**config.mk**
```make
export PLATFORM = sky130hd
export DESIGN_NAME = gpu_rect_writer_flat
export DESIGN_NICKNAME = d
export VERILOG_FILES = /design/src/rtl/gpu_rect_writer_if.sv /design/src/rtl/gpu_rect_writer.sv /design/src/flat_wrapper.sv
export SDC_FILE = /design/constraint.sdc
export NUM_CORES = 1
export LEC_CHECK = 0
export BUFFER_PORTS_ARGS = -buffer_cell sky130_fd_sc_hd__buf_4
export CORE_MARGIN = 3
export CORE_UTILIZATION = 38
export DETAILED_ROUTE_END_ITERATION = 6
export PLACE_DENSITY = 0.65
export SLEW_MARGIN = 20
export SYNTH_ARGS = -nofsm -noshare
export SYNTH_HDL_FRONTEND = slang
export SYNTH_SLANG_ARGS = --single-unit
```
**constraint.sdc**
```tcl
create_clock -name clk -period 7.9 [get_ports clk]
set_input_delay 0.79 -clock clk [delete_from_list [all_inputs] [get_ports clk]]
set_output_delay 0.79 -clock clk [all_outputs]
set_load 0.02 [all_outputs]
```
**src/rtl/gpu_rect_writer_if.sv**
```systemverilog
// Request handshake and GPU write-port command bus for the rectangle writer.
// The slave modport is the writer itself; the master modport is whoever issues fill requests.
interface gpu_rect_writer_if;
  logic        req_valid;
  logic        req_ready;
  logic [6:0]  req_x;
  logic [5:0]  req_y;
  logic [6:0]  req_w;
  logic [5:0]  req_h;
  logic [2:0]  req_off_x;
  logic [2:0]  req_off_y;
  logic [7:0]  req_glyph;
  logic [11:0] req_primary;
  logic [11:0] req_secondary;
  logic [6:0]  gpu_clk_en;
  logic        gpu_wren;
  logic [31:0] gpu_address;
  logic [31:0] gpu_data;
  logic        busy;
  logic        done;

  modport master (
    output req_valid, req_x, req_y, req_w, req_h, req_off_x, req_off_y,
           req_glyph, req_primary, req_secondary,
    input  req_ready, gpu_clk_en, gpu_wren, gpu_address, gpu_data, busy, done
  );

  modport slave (
    input  req_valid, req_x, req_y, req_w, req_h, req_off_x, req_off_y,
           req_glyph, req_primary, req_secondary,
    output req_ready, gpu_clk_en, gpu_wren, gpu_address, gpu_data, busy, done
  );
endinterface

```
**src/rtl/gpu_rect_writer.sv**
```systemverilog
// Rectangle fill command issuer: walks the clipped block rectangle row-major and
// issues one 7-phase GPU write slot per 8x8 block.
module gpu_rect_writer #(
  parameter int GRID_W = 72,
  parameter int GRID_H = 54
) (
  input  logic              clk,
  input  logic              rst,
  gpu_rect_writer_if.slave  bus
);

  localparam logic [7:0] GW8 = 8'(GRID_W);
  localparam logic [6:0] GH7 = 7'(GRID_H);

  typedef enum logic [1:0] {IDLE, SETUP, ISSUE, DONE} state_t;

  state_t      r_state;
  logic [6:0]  r_x, r_w, r_cur_x;
  logic [5:0]  r_y, r_h, r_cur_y;
  logic [2:0]  r_off_x, r_off_y, r_phase;
  logic [7:0]  r_glyph;
  logic [11:0] r_prim, r_sec;
  logic [7:0]  r_x_end;
  logic [6:0]  r_y_end;
  logic [6:0]  r_clk_en;
  logic        r_wren, r_busy, r_done;
  logic [31:0] r_addr, r_data;

  // Widened sums so a rectangle running past the grid edge clips instead of wrapping.
  logic [7:0] w_x_sum, w_x_end, w_nx;
  logic [6:0] w_y_sum, w_y_end, w_ny;
  logic       w_empty;

  assign w_x_sum = {1'b0, r_x} + {1'b0, r_w};
  assign w_y_sum = {1'b0, r_y} + {1'b0, r_h};
  assign w_x_end = (w_x_sum > GW8) ? GW8 : w_x_sum;
  assign w_y_end = (w_y_sum > GH7) ? GH7 : w_y_sum;
  assign w_nx    = {1'b0, r_cur_x} + 8'd1;
  assign w_ny    = {1'b0, r_cur_y} + 7'd1;
  assign w_empty = (r_w == 7'd0) || (r_h == 6'd0) ||
                   ({1'b0, r_x} >= GW8) || ({1'b0, r_y} >= GH7);

  function automatic logic [31:0] mk_addr(input logic [6:0] x, input logic [5:0] y,
                                          input logic [2:0] ox, input logic [2:0] oy);
    return {1'b1, 12'b0, x, y, ox, oy};
  endfunction

  always_ff @(posedge clk) begin
    if (rst) begin
      r_state  <= IDLE;
      r_x      <= '0;  r_y     <= '0;  r_w     <= '0;  r_h <= '0;
      r_off_x  <= '0;  r_off_y <= '0;  r_glyph <= '0;
      r_prim   <= '0;  r_sec   <= '0;
      r_x_end  <= '0;  r_y_end <= '0;
      r_cur_x  <= '0;  r_cur_y <= '0;  r_phase <= '0;
      r_clk_en <= '0;  r_wren  <= 1'b0;
      r_addr   <= '0;  r_data  <= '0;
      r_busy   <= 1'b0; r_done <= 1'b0;
    end else begin
      case (r_state)
        IDLE: begin
          r_done <= 1'b0;
          if (bus.req_valid) begin
            r_x     <= bus.req_x;      r_y     <= bus.req_y;
            r_w     <= bus.req_w;      r_h     <= bus.req_h;
            r_off_x <= bus.req_off_x;  r_off_y <= bus.req_off_y;
            r_glyph <= bus.req_glyph;
            r_prim  <= bus.req_primary;
            r_sec   <= bus.req_secondary;
            r_busy  <= 1'b1;
            r_state <= SETUP;
          end
        end
        SETUP: begin
          r_x_end <= w_x_end;
          r_y_end <= w_y_end;
          if (w_empty) begin
            r_busy  <= 1'b0;
            r_done  <= 1'b1;
            r_state <= DONE;
          end else begin
            r_cur_x  <= r_x;
            r_cur_y  <= r_y;
            r_phase  <= 3'd0;
            r_clk_en <= 7'h01;
            r_wren   <= 1'b1;
            r_addr   <= mk_addr(r_x, r_y, r_off_x, r_off_y);
            r_data   <= {r_glyph, r_sec, r_prim};
            r_state  <= ISSUE;
          end
        end
        ISSUE: begin
          if (r_phase != 3'd6) begin
            r_phase  <= r_phase + 3'd1;
            r_clk_en <= r_clk_en << 1;
          end else if (w_nx < r_x_end) begin
            r_cur_x  <= w_nx[6:0];
            r_phase  <= 3'd0;
            r_clk_en <= 7'h01;
            r_addr   <= mk_addr(w_nx[6:0], r_cur_y, r_off_x, r_off_y);
          end else if (w_ny < r_y_end) begin
            r_cur_x  <= r_x;
            r_cur_y  <= w_ny[5:0];
            r_phase  <= 3'd0;
            r_clk_en <= 7'h01;
            r_addr   <= mk_addr(r_x, w_ny[5:0], r_off_x, r_off_y);
          end else begin
            r_clk_en <= '0;
            r_wren   <= 1'b0;
            r_addr   <= '0;
            r_data   <= '0;
            r_busy   <= 1'b0;
            r_done   <= 1'b1;
            r_state  <= DONE;
          end
        end
        DONE: begin
          r_done  <= 1'b0;
          r_state <= IDLE;
        end
        default: r_state <= IDLE;
      endcase
    end
  end

  assign bus.req_ready   = (r_state == IDLE) && !rst;
  assign bus.gpu_clk_en  = r_clk_en;
  assign bus.gpu_wren    = r_wren;
  assign bus.gpu_address = r_addr;
  assign bus.gpu_data    = r_data;
  assign bus.busy        = r_busy;
  assign bus.done        = r_done;

endmodule

```
**src/flat_wrapper.sv**
```systemverilog
// flat-port wrapper written by rule: the top's interface ports become plain ports
module gpu_rect_writer_flat 
#(
  parameter int GRID_W = 72,
  parameter int GRID_H = 54
)
  (clk, rst, bus_req_valid, bus_req_x, bus_req_y, bus_req_w, bus_req_h, bus_req_off_x, bus_req_off_y, bus_req_glyph, bus_req_primary, bus_req_secondary, bus_req_ready, bus_gpu_clk_en, bus_gpu_wren, bus_gpu_address, bus_gpu_data, bus_busy, bus_done);
  gpu_rect_writer_if bus_i ();
  input  logic clk;
  input  logic rst;
  input wire logic [$bits(bus_i.req_valid)-1:0] bus_req_valid;
  input wire logic [$bits(bus_i.req_x)-1:0] bus_req_x;
  input wire logic [$bits(bus_i.req_y)-1:0] bus_req_y;
  input wire logic [$bits(bus_i.req_w)-1:0] bus_req_w;
  input wire logic [$bits(bus_i.req_h)-1:0] bus_req_h;
  input wire logic [$bits(bus_i.req_off_x)-1:0] bus_req_off_x;
  input wire logic [$bits(bus_i.req_off_y)-1:0] bus_req_off_y;
  input wire logic [$bits(bus_i.req_glyph)-1:0] bus_req_glyph;
  input wire logic [$bits(bus_i.req_primary)-1:0] bus_req_primary;
  input wire logic [$bits(bus_i.req_secondary)-1:0] bus_req_secondary;
  output wire logic [$bits(bus_i.req_ready)-1:0] bus_req_ready;
  output wire logic [$bits(bus_i.gpu_clk_en)-1:0] bus_gpu_clk_en;
  output wire logic [$bits(bus_i.gpu_wren)-1:0] bus_gpu_wren;
  output wire logic [$bits(bus_i.gpu_address)-1:0] bus_gpu_address;
  output wire logic [$bits(bus_i.gpu_data)-1:0] bus_gpu_data;
  output wire logic [$bits(bus_i.busy)-1:0] bus_busy;
  output wire logic [$bits(bus_i.done)-1:0] bus_done;
  assign bus_i.req_valid = bus_req_valid;
  assign bus_i.req_x = bus_req_x;
  assign bus_i.req_y = bus_req_y;
  assign bus_i.req_w = bus_req_w;
  assign bus_i.req_h = bus_req_h;
  assign bus_i.req_off_x = bus_req_off_x;
  assign bus_i.req_off_y = bus_req_off_y;
  assign bus_i.req_glyph = bus_req_glyph;
  assign bus_i.req_primary = bus_req_primary;
  assign bus_i.req_secondary = bus_req_secondary;
  assign bus_req_ready = bus_i.req_ready;
  assign bus_gpu_clk_en = bus_i.gpu_clk_en;
  assign bus_gpu_wren = bus_i.gpu_wren;
  assign bus_gpu_address = bus_i.gpu_address;
  assign bus_gpu_data = bus_i.gpu_data;
  assign bus_busy = bus_i.busy;
  assign bus_done = bus_i.done;
  gpu_rect_writer #(.GRID_W(GRID_W), .GRID_H(GRID_H)) u_core (.clk(clk), .rst(rst), .bus(bus_i));
endmodule
```
---- Yosys cells after proc, flatten, opt, wreduce, memory -nomap -nowiden ----
Index checks and enable logic that the tools add are counted.
cells by class
  reductions and logical operators ........ 21
  add/sub/neg operators ................... 5
  equal/unequal tests ..................... 13
  multiplexer cells ....................... 51
  magnitude comparators ................... 6
operator list
  kind                                                       count
  two-way mux 32 bit                                         8
  case mux 32 bit (2 select lines)                           2
  two-way mux 7 bit                                          8
  case mux 7 bit (2 select lines)                            2
  two-way mux 6 bit                                          4
  two-way mux 1 bit                                          12
  two-way mux 3 bit                                          4
  case mux 6 bit (2 select lines)                            1
  AND reduction 4 bit                                        3
  != test 2 bit (second input constant)                      5
  AND reduction 5 bit                                        2
  adder 7 x 1 -> 8 bit (second input constant)               1
  adder 7 x 7 -> 8 bit                                       1
  > comparator 8 x 7 -> 1 bit (second input constant)        1
  < comparator 8 bit                                         1
  two-way mux 2 bit                                          4
  two-way mux 8 bit                                          1
  case mux 2 bit (4 select lines)                            1
  adder 6 x 1 -> 7 bit (second input constant)               1
  adder 6 x 6 -> 7 bit                                       1
  greater-or-equal comparator 7 bit (second input constant)  1
  > comparator 7 x 6 -> 1 bit (second input constant)        1
  zero test 7 bit                                            1
  < comparator 7 bit                                         1
  22 further kinds                                           29
word-level totals
  bits in registers ....................... 171
  logic and storage cells ................. 117
  output and inout bits ................... 75

---- Longest topological paths before layout ----
Gate-level depths: netlist of the first run.
  depth after elaboration ................. 6
  gate-level depth with buffers ........... 12

---- Worst setup path before layout of the first run ----
No wires, ideal clock.
  kind .................................... flip-flop to flip-flop
  start ................................... reg u_core.r_cur_x[0]
  end ..................................... reg u_core.r_data[10] (netlist: u_core.bus.gpu_data[10])
  data arrival time ....................... 2.835 ns
  period minus slack after synthesis ...... 2.906 ns
  slack ................................... 4.994 ns
  cell stages (with the launch flop) ...... 13
  buffers on the path ..................... 1
  path through ............................ dfxtp_1 -> ha_1 -> nand3_1 -> nor2_1 -> xor2_1 -> ha_1 -> and2_1 -> a221oi_1 -> o21a_1 -> o31a_1 -> clkbuf_1 -> o21ai_0 -> a21oi_1
between the ends
  longest elaborated chain between the ends .. 4
ends and longest elaborated chain
  item                           line                    source
  start, declared                gpu_rect_writer.sv:18   logic [6:0] r_x, r_w, r_cur_x;
  start signal, assigned         gpu_rect_writer.sv:82   r_cur_x <= r_x;
  start signal, assigned         gpu_rect_writer.sv:97   r_cur_x <= w_nx[6:0];
  start signal, assigned         gpu_rect_writer.sv:102  r_cur_x <= r_x;
  adder 7 x 1 -> 8 bit           gpu_rect_writer.sv:38   assign w_nx = {1'b0, r_cur_x} + 8'd1;
  < comparator 8 bit             gpu_rect_writer.sv:96   end else if (w_nx < r_x_end) begin
  != test 2 bit (no line)        n/a
  AND reduction 5 bit (no line)  n/a
  end signal, assigned           gpu_rect_writer.sv:88   r_data <= {r_glyph, r_sec, r_prim};
  end, declared                  gpu_rect_writer.sv:27   logic [31:0] r_addr, r_data;
Every way passes these cells.
A chain may end at the register's enable or synchronous reset.

---- Final worst setup path of the first run ----
  start ................................... reg u_core.r_cur_x[0]
  end ..................................... reg u_core.r_cur_x[0]
between the ends
  longest elaborated chain between the ends .. 5
  elaborated cells on any way between the ends .. 7
  classes of those cells .................. add/sub (1); order compare (1); eq/ne (1); mux (3); reduce/logical (1)
ends and longest elaborated chain
  item                             line                   source
  adder 7 x 1 -> 8 bit (*)         gpu_rect_writer.sv:38
  < comparator 8 bit               gpu_rect_writer.sv:96
  two-way mux 7 bit                gpu_rect_writer.sv:96
  two-way mux 7 bit                gpu_rect_writer.sv:93  if (r_phase != 3'd6) begin
  case mux 7 bit (2 select lines)  gpu_rect_writer.sv:60  case (r_state)
Every way passes the cells marked *; elsewhere a longest branch is shown, timed or not. The select of a mux whose other input is x is not followed.

==> results_dict.tcl, run 1 <==
set metrics [dict create \
    crit_end "u_core.r_cur_x[0]" \
    multi_input_area_um2 4070 \
    final_common_cell "nand2_1" \
    synth_xor_area_frac 0.0183 \
    min_from "u_core.bus.gpu_address[2]" \
    power.total_mw 3.38 \
    ys.flop_type "dfxtp_1" \
    fin_crit_ns 3.67 \
    drcViolationCount 0 \
    worst_pin_slew_ns 1.05 \
    clk_latency_ns 0.44 \
    ys_seq_area_frac 0.415 \
    outcome "completed" \
    cts_tree "yes" \
    antenna_found_initial 0 \
    die_x_um 148 \
    holdBufCountCts 0 \
    cts.repair.resized 0 \
    fin_crit_sh 0.465 \
    clock_skew_ns 0.0132 \
    io_pins 142 \
    final.setup.tns_ns 0 \
    hpwl_mm 14.4 \
    coreArea_um2 19700 \
    syn_inst 958 \
    place_area_um2 8740 \
    grtUsageTotal 0.193 \
    power.density_nw_per_um2 361 \
    portBuffers 129 \
    rrSetupSlack_ns 4.23 \
    start_util 0.391 \
    antenna-diode-count 0 \
    regArea_um2 3180 \
    grt_start_max_net_pins 93 \
    nets 1154 \
    final_area_um2 9350 \
    netlist-cell-type-count 69 \
    synth_simple_gate_area_frac 0.200 \
    die_area_um2 21900 \
    reg2regPathDepth 11 \
    numClockSinks 159 \
    hold_class "register to register" \
    startpoint "u_core.r_cur_x[0]" \
    syn-cell-area_um2 7680 \
    synth_top_family_by_area "compound AO/OA/AOI/OAI gates" \
    n_fill_cell 2008 \
    worstSetupPathType "register to register" \
    grt_pass1_vias 6768 \
    routabilityCongestion 0.908 \
    vias 7001 \
    async_reset_ff_frac 0 \
    post_cts_buffers 0 \
    slew-limit-headroom 0.296 \
    crit_slowest_cell "or4_1" \
    path_common_cell "ha_1" \
    rows 51 \
    final_hold_viol_count 0 \
    area_growth_pct 21.8 \
    h-tree-depth 4 \
    drv_slew 0 \
    synth_edf_count 0 \
    crit_chain "ha_1 -> nand3_1 -> nor2_1 -> xor2_1 -> ha_1 -> and2_1 -> a221oi_1 -> o21a_1 -> or4_1 -> a31oi_1 -> a311oi_1" \
    rr_startpoint "u_core.r_cur_x[0]" \
    fmax_mhz 272 \
    cts_max_path_buffers 2 \
    critPathMaxStageDelay_ns 0.55 \
    drt_iter0_markers 419 \
    mostFrequentLayoutCells "nand2_1 (181), dfxtp_1 (159), a21oi_1 (139), buf_4 (135), o21ai_0 (59)" \
    synth-warning-count 0 \
    critPathCaptureType "register" \
    p_leak_nw 3.72 \
    drt_wl_total_mm 21.3 \
    syn_avg_cell_area_um2 8.01 \
    synth_mux_area_frac 0.00701 \
    crit_fanout 14 \
    clkTransAtPathRegs_ns 0.07 \
    overflow 0 \
    ir_drop_v 0.000162 \
    root_buffer "clkbuf_16" \
    rsz0062_at_grt "false" \
    vias_per_cell 5.26 \
    r2r_end "u_core.r_cur_x[0]" \
    synth_compound_area_frac 0.238 \
    drtPass1Iterations 5 \
    cts_buffers 17 \
    wl_per_cell_um 16.0 \
    setup.worst_path.start_class "register" \
    antenna_left 0 \
    cp.arrival_ns 4.01 \
    drv_cap 0 \
    cp_data_required_time_ns 8.24 \
    drive_above_1_share 0.178 \
    setup_violations 0 \
    grt_pass1_wl_mm 34.4 \
    ys_ff_latch 159 \
    whs_ns 0.454 \
    synthAdderAreaFrac 0.0590 \
    dieHeight_um 148 \
]
[cell usage after synthesis, types with 3 or more instances]
cell / number / area [um^2]
o21ai_0: 59 / 295
a21o_1: 8 / 60.1
nor3_1: 10 / 50.1
nor2_1: 45 / 169
buf_1: 9 / 33.8
o31ai_1: 12 / 90.1
o31a_1: 3 / 26.3
nand2_1: 182 / 683
and2_1: 5 / 31.3
nand3_1: 51 / 255
a211oi_1: 15 / 113
inv_1: 35 / 131
xor2_1: 6 / 52.6
nand2b_1: 5 / 31.3
dfxtp_1: 159 / 3180
clkbuf_1: 38 / 143
o2111ai_1: 4 / 35.0
or4_1: 3 / 22.5
nor2b_1: 11 / 68.8
nor4_1: 4 / 25.0
a31oi_1: 9 / 56.3
o221ai_1: 4 / 35.0
o21a_1: 5 / 37.5
a2111oi_0: 4 / 35.0
a21oi_1: 139 / 696
buf_4: 16 / 120
or3_1: 6 / 37.5
ha_1: 33 / 413
and3_1: 4 / 25.0
o211ai_1: 4 / 30.0
mux2_2: 3 / 33.8
xnor2_1: 10 / 87.6
buf_2: 7 / 35.0
a311oi_1: 4 / 35.0
[area by class of cell]
cell class / count / share of cell area
clock buffers: 17 / 0.0455
clock inverters: 15 / 0.0206
inverters: 36 / 0.0144
multi-input cells: 703 / 0.435
flip-flops and latches: 159 / 0.340
well taps: 265 / 0.0354
repair buffers: 135 / 0.108
[power breakdown]
group          internal, mW  switching [mW]
logic                 0.463            1.01
clock network         0.430           0.401
registers             0.953           0.115
[through the flow]
stage	setup WS, ns	cells	utilization
5_1_grt	3.88	1330	0.476
3_3_place_gp	4.31	1298	0.444
6_report	4.23	1330	0.476
4_1_cts	4.31	1330	0.476
3_5_place_dp	4.32	1298	0.444
2_1_floorplan	4.99	969	-
[how the worst min path moves through the flow]
stage          cells past startpoint                        end
6_report                           2  u_core.bus.gpu_address[2]
5_1_grt                            2  u_core.bus.gpu_address[2]
4_1_cts                            2  u_core.bus.gpu_address[2]
3_5_place_dp                       2  u_core.bus.gpu_address[2]
3_3_place_gp                       2          u_core.r_off_x[2]
2_1_floorplan                      2          u_core.r_x_end[0]
[critical path: cells and delay by family (launching register included)]
kind	cells	cell delay [ns]
AO/OA/AOI/OAI	4	1.33
AND/OR/NAND/NOR	4	1.00
adder cells (fa/ha/maj)	2	0.54
flip-flops	1	0.46
XOR/XNOR	1	0.25
[sequential cells by signal, summed over array words and instances, names as in the netlist]
signal / cells
u_core.bus.done: 1
u_core.bus.gpu_data: 32
u_core.r_off_x: 3
u_core.r_cur_y: 6
u_core.r_x: 7
u_core.r_cur_x: 7
u_core.r_y: 6
u_core.bus.gpu_address: 20
u_core.r_w: 7
u_core.bus.busy: 1
u_core.r_sec: 12
u_core.r_phase: 3
u_core.r_state: 2
u_core.r_h: 6
u_core.r_prim: 12
u_core.r_glyph: 8
u_core.bus.gpu_wren: 1
u_core.r_off_y: 3
u_core.r_x_end: 8
u_core.bus.gpu_clk_en: 7
u_core.r_y_end: 7
[cell families after synthesis]
logic type               count (synthesis)
adder cells (fa/ha/maj)                 35
multiplexers                             5
AND/OR/NAND/NOR                        340
other                                    1
flip-flops                             159
buffers and inverters                  107
XOR/XNOR                                16
AO/OA/AOI/OAI                          295
[metal layers]
layer  routed length (um)  global-route usage
met5                    0                   0
met4                  316              0.0527
met3                 1590              0.0661
met2                 9950               0.315
met1                 9400               0.245
Power figures use the tool's default switching activity.
==> inputs of run 2 (changes only) <==
--- a/config.mk
+++ b/config.mk
@@ -5,6 +5,7 @@
 export SDC_FILE = /design/constraint.sdc
 export NUM_CORES = 1
 export LEC_CHECK = 0
+export ABC_AREA = 1
 export BUFFER_PORTS_ARGS = -buffer_cell sky130_fd_sc_hd__buf_4
 export CORE_MARGIN = 3
 export CORE_UTILIZATION = 38
==> constraint.sdc (replaced) <==
create_clock -name clk -period 3.8 [get_ports clk]
set_input_delay 0.38 -clock clk [delete_from_list [all_inputs] [get_ports clk]]
set_output_delay 0.38 -clock clk [all_outputs]
set_load 0.02 [all_outputs]
==> results_dict.tcl, run 2 <==
set metrics [dict create \
    outcome "completed" \
    ir_drop_v 0.000370 \
    root_buffer "clkbuf_16" \
    drive_above_1_share 0.164 \
    rsz0062_at_grt "false" \
    holdBufCountCts 0 \
    critPathCaptureType "register" \
    vias_per_cell 4.74 \
    worstSetupPathType "register to register" \
    p_leak_nw 4.28 \
    cpLargestDelayFamily "simple AND/OR/NAND/NOR gates" \
    fmax_mhz 331 \
    stdcell_count 1436 \
    dieHeight_um 147 \
    fin_crit_ns 3.02 \
    async_reset_ff_frac 0 \
    setup_violations 0 \
    vias 6806 \
    reg2regPathDepth 12 \
    r2r_end "u_core.bus.busy" \
    final_area_um2 9130 \
    synth_edf_count 0 \
    drt_wl_total_mm 19.1 \
    drv_slew 0 \
    final_common_cell "nor2_1" \
    ys_ff_latch 159 \
    critical_path_depth 12 \
    synth_area_leaders "dfxtp_1 (42%), nor2_1 (11%), nand2_1 (10%), o21ai_0 (7.6%), ha_1 (5.5%)" \
    syn_avg_cell_area_um2 7.10 \
    rows 50 \
    synth.top_cells.by_count "nor2_1 (216), nand2_1 (209), dfxtp_1 (159)" \
    drtPass1Iterations 5 \
    dp.cells 1404 \
    startpoint "u_core.r_cur_x[0]" \
    h-tree-depth 4 \
    synth-warning-count 0 \
    start_util 0.394 \
    cp_data_required_time_ns 4.12 \
    die_x_um 147 \
    critPathMaxStageDelay_ns 0.58 \
    ys_seq_area_frac 0.423 \
    synth_top_cell_by_area "dfxtp_1" \
    highest_layer "met4" \
    clock_skew_ns 0.00825 \
    final.setup.tns_ns 0 \
    routed-wl-met2_mm 8.69 \
    overflow 0 \
    antenna-diode-count 0 \
    mostFrequentLayoutCells "nor2_1 (216), nand2_1 (208), dfxtp_1 (159), buf_4 (133), o21ai_0 (114)" \
    worst_pin_slew_ns 1.07 \
    yosysMostFrequentCell "nor2_1" \
    clk_latency_ns 0.43 \
    nets 1265 \
    hold_class "primary input to register" \
    die_area_um2 21500 \
    netlist-cell-type-count 35 \
    slew-limit-headroom 0.284 \
    routabilityCongestion 0.884 \
    antenna_found_initial 0 \
    crit_chain "ha_1 -> nand4_1 -> nor2_1 -> xor2_1 -> ha_1 -> nand2_1 -> o21a_1 -> nand3_4 -> nand2_2 -> inv_1 -> a21oi_1 -> nor2_1" \
    cts_max_path_buffers 2 \
    post_cts_buffers 0 \
    syn-cell-area_um2 7520 \
    place_area_um2 8560 \
    drcViolationCount 0 \
    wl_per_cell_um 13.3 \
    portBuffers 129 \
    grt_pass1_wl_mm 31.7 \
    largest_reg_flops 32 \
    cts_tree "yes" \
    final_hold_viol_count 0 \
    fin_crit_sh 0.794 \
    setup.worst_path.start_class "register" \
    grtUsageTotal 0.178 \
    power.density_nw_per_um2 804 \
    cts.repair.resized 0 \
    area_growth_pct 21.4 \
    utilization 0.479 \
    syn_inst 1060 \
    power.total_mw 7.34 \
    drv_cap 0 \
    crit_fanout 36 \
    ys.flop_type "dfxtp_1" \
    grt_start_max_net_pins 60 \
    m1WireLength_mm 8.85 \
    drt_iter0_markers 373 \
    grt_pass1_vias 6522 \
    crit_end "u_core.bus.busy" \
    clkTransAtPathRegs_ns 0.07 \
    yosys.area.top_type_share 0.423 \
    cp.arrival_ns 3.34 \
    numClockSinks 159 \
    antenna_left 0 \
    rrSetupSlack_ns 0.78 \
    crit_slowest_cell "nand2_2" \
    coreArea_um2 19100 \
    hpwl_mm 13.6 \
    cts_buffers 17 \
    holdPathStages 3 \
    wl_met3_mm 1.39 \
    rr_startpoint "u_core.r_cur_x[0]" \
    crit_buf_inv 1 \
    io_pins 142 \
]
-- run 2: final cells by class --
cell class / instances / area (um^2)
Inverter: 89 / 334
Tap cell: 260 / 325
Fill cell: 1939 / 9950
Timing Repair Buffer: 133 / 998
Clock inverter: 15 / 150
Sequential cell: 159 / 3180
Clock buffer: 17 / 425
Multi-Input combinational cell: 763 / 3720
-- run 2: worst min path at each step --
| stage | from | end | slack, ns |
|---|---|---|---|
| finish | bus_req_secondary[10] | u_core.r_sec[10] | 0.20 |
| global route | bus_req_off_x[0] | u_core.r_off_x[0] | 0.20 |
| CTS | bus_req_h[5] | u_core.r_h[5] | 0.18 |
| detailed placement | u_core.bus.gpu_address[1] | u_core.bus.gpu_address[1] | 0.45 |
| global placement | u_core.bus.gpu_address[3] | u_core.bus.gpu_address[3] | 0.44 |
| floorplan | u_core.r_x_end[7] | u_core.r_x_end[7] | 0.42 |
-- run 2: cells by family (layout without fill, tap and decap cells) --
logic type	Yosys count	in the layout	share of synthesized area
other	1	12	0.000499
DFF	159	159	0.423
and+or+nand+nor	491	491	0.266
AOI/OAI and AO/OA	212	212	0.146
adders and majority gates	35	35	0.0602
xor gates and xnor gates	13	13	0.0151
buffers and inverters	149	254	0.0885
-- run 2: stage by stage --
step                      hold slack, ns  setup WS (ns)
after floorplan                    0.422           1.55
after global placement             0.442          0.910
after detailed placement           0.446          0.824
after CTS                          0.183          0.802
after global routing               0.198          0.452
final                              0.196          0.782
-- run 2: routing by layer --
| layer | track usage | vias up |
|---|---|---|
| li1 | - | 3572 |
| met1 | 0.226 | 3070 |
| met2 | 0.286 | 147 |
| met3 | 0.0642 | 17 |
| met4 | 0.0494 | 0 |
| met5 | 0 | - |
-- run 2: worst min-delay path: cells and delay by family --
family | cells | cell delay (ns)
AO/OA/AOI/OAI | 1 | 0.07
AND/OR/NAND/NOR | 1 | 0.07
buffers and inverters | 1 | 0.07
-- run 2: power breakdown --
group          leakage (nW)  switching, mW  internal [mW]
Sequential             1.30          0.328           2.13
Combinational          2.71           2.13           1.08
Clock                 0.270          0.754          0.920
Total                  4.28           3.21           4.13
==> inputs of run 3 (changes only) <==
--- a/config.mk
+++ b/config.mk
@@ -5,12 +5,12 @@
 export SDC_FILE = /design/constraint.sdc
 export NUM_CORES = 1
 export LEC_CHECK = 0
-export ABC_AREA = 1
+export ABC_AREA = 0
 export BUFFER_PORTS_ARGS = -buffer_cell sky130_fd_sc_hd__buf_4
 export CORE_MARGIN = 3
 export CORE_UTILIZATION = 38
 export DETAILED_ROUTE_END_ITERATION = 6
-export PLACE_DENSITY = 0.65
+export PLACE_DENSITY = 0.67
 export SLEW_MARGIN = 20
 export SYNTH_ARGS = -nofsm -noshare
 export SYNTH_HDL_FRONTEND = slang
==> constraint.sdc (replaced) <==
create_clock -name clk -period 2.6 [get_ports clk]
set_input_delay 0.26 -clock clk [delete_from_list [all_inputs] [get_ports clk]]
set_output_delay 0.26 -clock clk [all_outputs]
set_load 0.02 [all_outputs]
==> results_dict.tcl, run 3 (synthesis results as in run 1) <==
set metrics [dict create \
    cp.arrival_ns 3.13 \
    start_util 0.391 \
    final_critical_path_setup_slack_ns -0.221 \
    dieHeight_um 148 \
    root_buffer "clkbuf_16" \
    overflow 0 \
    holdBufCountCts 0 \
    routabilityCongestion 0.927 \
    r2r_end "u_core.r_cur_x[1]" \
    final_hold_viol_count 0 \
    crit_chain "ha_4 -> nand3_4 -> nor2_4 -> xor2_2 -> ha_1 -> and2_4 -> o2111ai_4 -> o21a_4 -> buf_12 -> or4_4 -> a21oi_2 -> a211oi_1" \
    cts_max_path_buffers 2 \
    rows 51 \
    clk_latency_ns 0.44 \
    worstSetupPathType "register to register" \
    wl_met3_mm 1.65 \
    hold_class "primary input to register" \
    place_area_um2 9330 \
    m1WireLength_mm 10.2 \
    critPathCaptureType "register" \
    cts_tree "yes" \
    fin_crit_sh 1.09 \
    grtUsageTotal 0.201 \
    worstHoldEndpoint "u_core.r_prim[5]" \
    hpwl_mm 15.2 \
    fin_crit_ns 2.82 \
    grt_pass1_vias 7066 \
    highest_layer "met4" \
    cts_buffers 17 \
    final_common_cell "buf_4" \
    h-tree-depth 4 \
    clkTransAtPathRegs_ns 0.07 \
    worst_pin_slew_ns 0.741 \
    nets 1239 \
    setup.worst_path.start_class "register" \
    drt_iter0_markers 465 \
    rsz0062_at_grt "true" \
    violations "setup timing" \
    drive_above_1_share 0.346 \
    antenna_found_initial 0 \
    fmax_mhz 354 \
    cp_data_required_time_ns 2.91 \
    setup_violations 72 \
    final_area_um2 11000 \
    area_growth_pct 43.8 \
    outcome "finished, violations left" \
    vias 7624 \
    min_from "bus_req_primary[5]" \
    ir_drop_v 0.000899 \
    reg2regPathDepth 12 \
    clock_skew_ns 0.0161 \
    multi_input_area_um2 4870 \
    wl_per_cell_um 16.9 \
    die_x_um 148 \
    p_leak_nw 4.32 \
    antenna_left 0 \
    drv_slew 0 \
    portBuffers 129 \
    dp.cells 1355 \
    rrSetupSlack_ns -0.22 \
    rr_startpoint "u_core.r_cur_x[1]" \
    critPathMaxStageDelay_ns 0.61 \
    coreArea_um2 19700 \
    mostFrequentLayoutCells "buf_4 (201), nand2_1 (178), dfxtp_1 (152), a21oi_1 (122), nor2_1 (42)" \
    drtPass1Iterations 5 \
    drv_cap 0 \
    grt_pass1_wl_mm 35.9 \
    power.density_nw_per_um2 1180 \
    slew-limit-headroom 0.502 \
    crit_slowest_cell "or4_4" \
    antenna-diode-count 0 \
    n_fill_cell 1793 \
    die_area_um2 21900 \
    startpoint "u_core.r_cur_x[1]" \
    drt_wl_total_mm 23.8 \
    grt_start_max_net_pins 75 \
    crit_fanout 8 \
    stdcell_count 1415 \
    drcViolationCount 0 \
    largest_reg_flops 32 \
    regArea_um2 3210 \
    numClockSinks 159 \
    holdPathStages 3 \
    io_pins 142 \
    vias_per_cell 5.39 \
    routed-wl-met2_mm 11.4 \
]
[run 3: worst max-delay path by stage]
stage	depth (start not counted)	to
2_1_floorplan	11	u_core.bus.busy
5_1_grt	12	u_core.r_cur_x[0]
3_3_place_gp	11	u_core.r_cur_y[0]
4_1_cts	11	u_core.bus.busy
6_report	12	u_core.r_cur_x[1]
3_5_place_dp	11	u_core.r_cur_y[0]
[run 3: routing by layer]
metal  vias to the layer above  global-route usage
li1                       3722                   -
met1                      3605               0.257
met2                       247               0.326
met3                        50              0.0612
met4                         0              0.0665
met5                         -                   0
[run 3: critical path: cells and delay by family (launching register included)]
kind | cells | cell delay, ns
buf+inv | 1 | 0.14
xor+xnor | 1 | 0.18
compound gates | 4 | 0.58
simple gates | 4 | 0.93
flops | 1 | 0.37
fa+ha+maj | 2 | 0.48
[run 3: cell type report]
class | count | share of cell area
Clock buffer | 17 | 0.0385
Clock inverter | 15 | 0.0204
Inverter | 36 | 0.0122
Multi-Input combinational cell | 704 | 0.441
Sequential cell | 159 | 0.290
Tap cell | 265 | 0.0300
Timing Repair Buffer | 219 | 0.167
[run 3: per-stage QoR]
stage | total power [mW] | setup WS [ns] | setup TNS, ns | util | hold slack [ns]
final | 13.1 | -0.221 | -8.10 | 0.562 | 0.0565
after global routing | 13.8 | -0.296 | -13.83 | 0.562 | 0.0579
after CTS | 11.8 | -0.104 | -2.33 | 0.526 | 0.0530
after detailed placement | 8.60 | -0.242 | -10.52 | 0.475 | 0.444
after global placement | 8.53 | -0.165 | -5.43 | 0.475 | 0.441
after floorplan | 6.63 | -0.0238 | -0.0555 | - | 0.396
[run 3: timing repair]
item / in CTS / in global routing
gates resized for setup: 51 / 149
buffers inserted: 13 / 10
gates cloned: 1 / 4
endpoints found under the setup margin: 73 / 80
pin swaps: 29 / 41
[run 3: where the power goes]
part	internal (mW)	switching (mW)	total [mW]	leakage [nW]
clock network	1.57	1.16	2.73	0.311
logic	2.85	4.20	7.05	2.71
registers	2.90	0.373	3.28	1.30
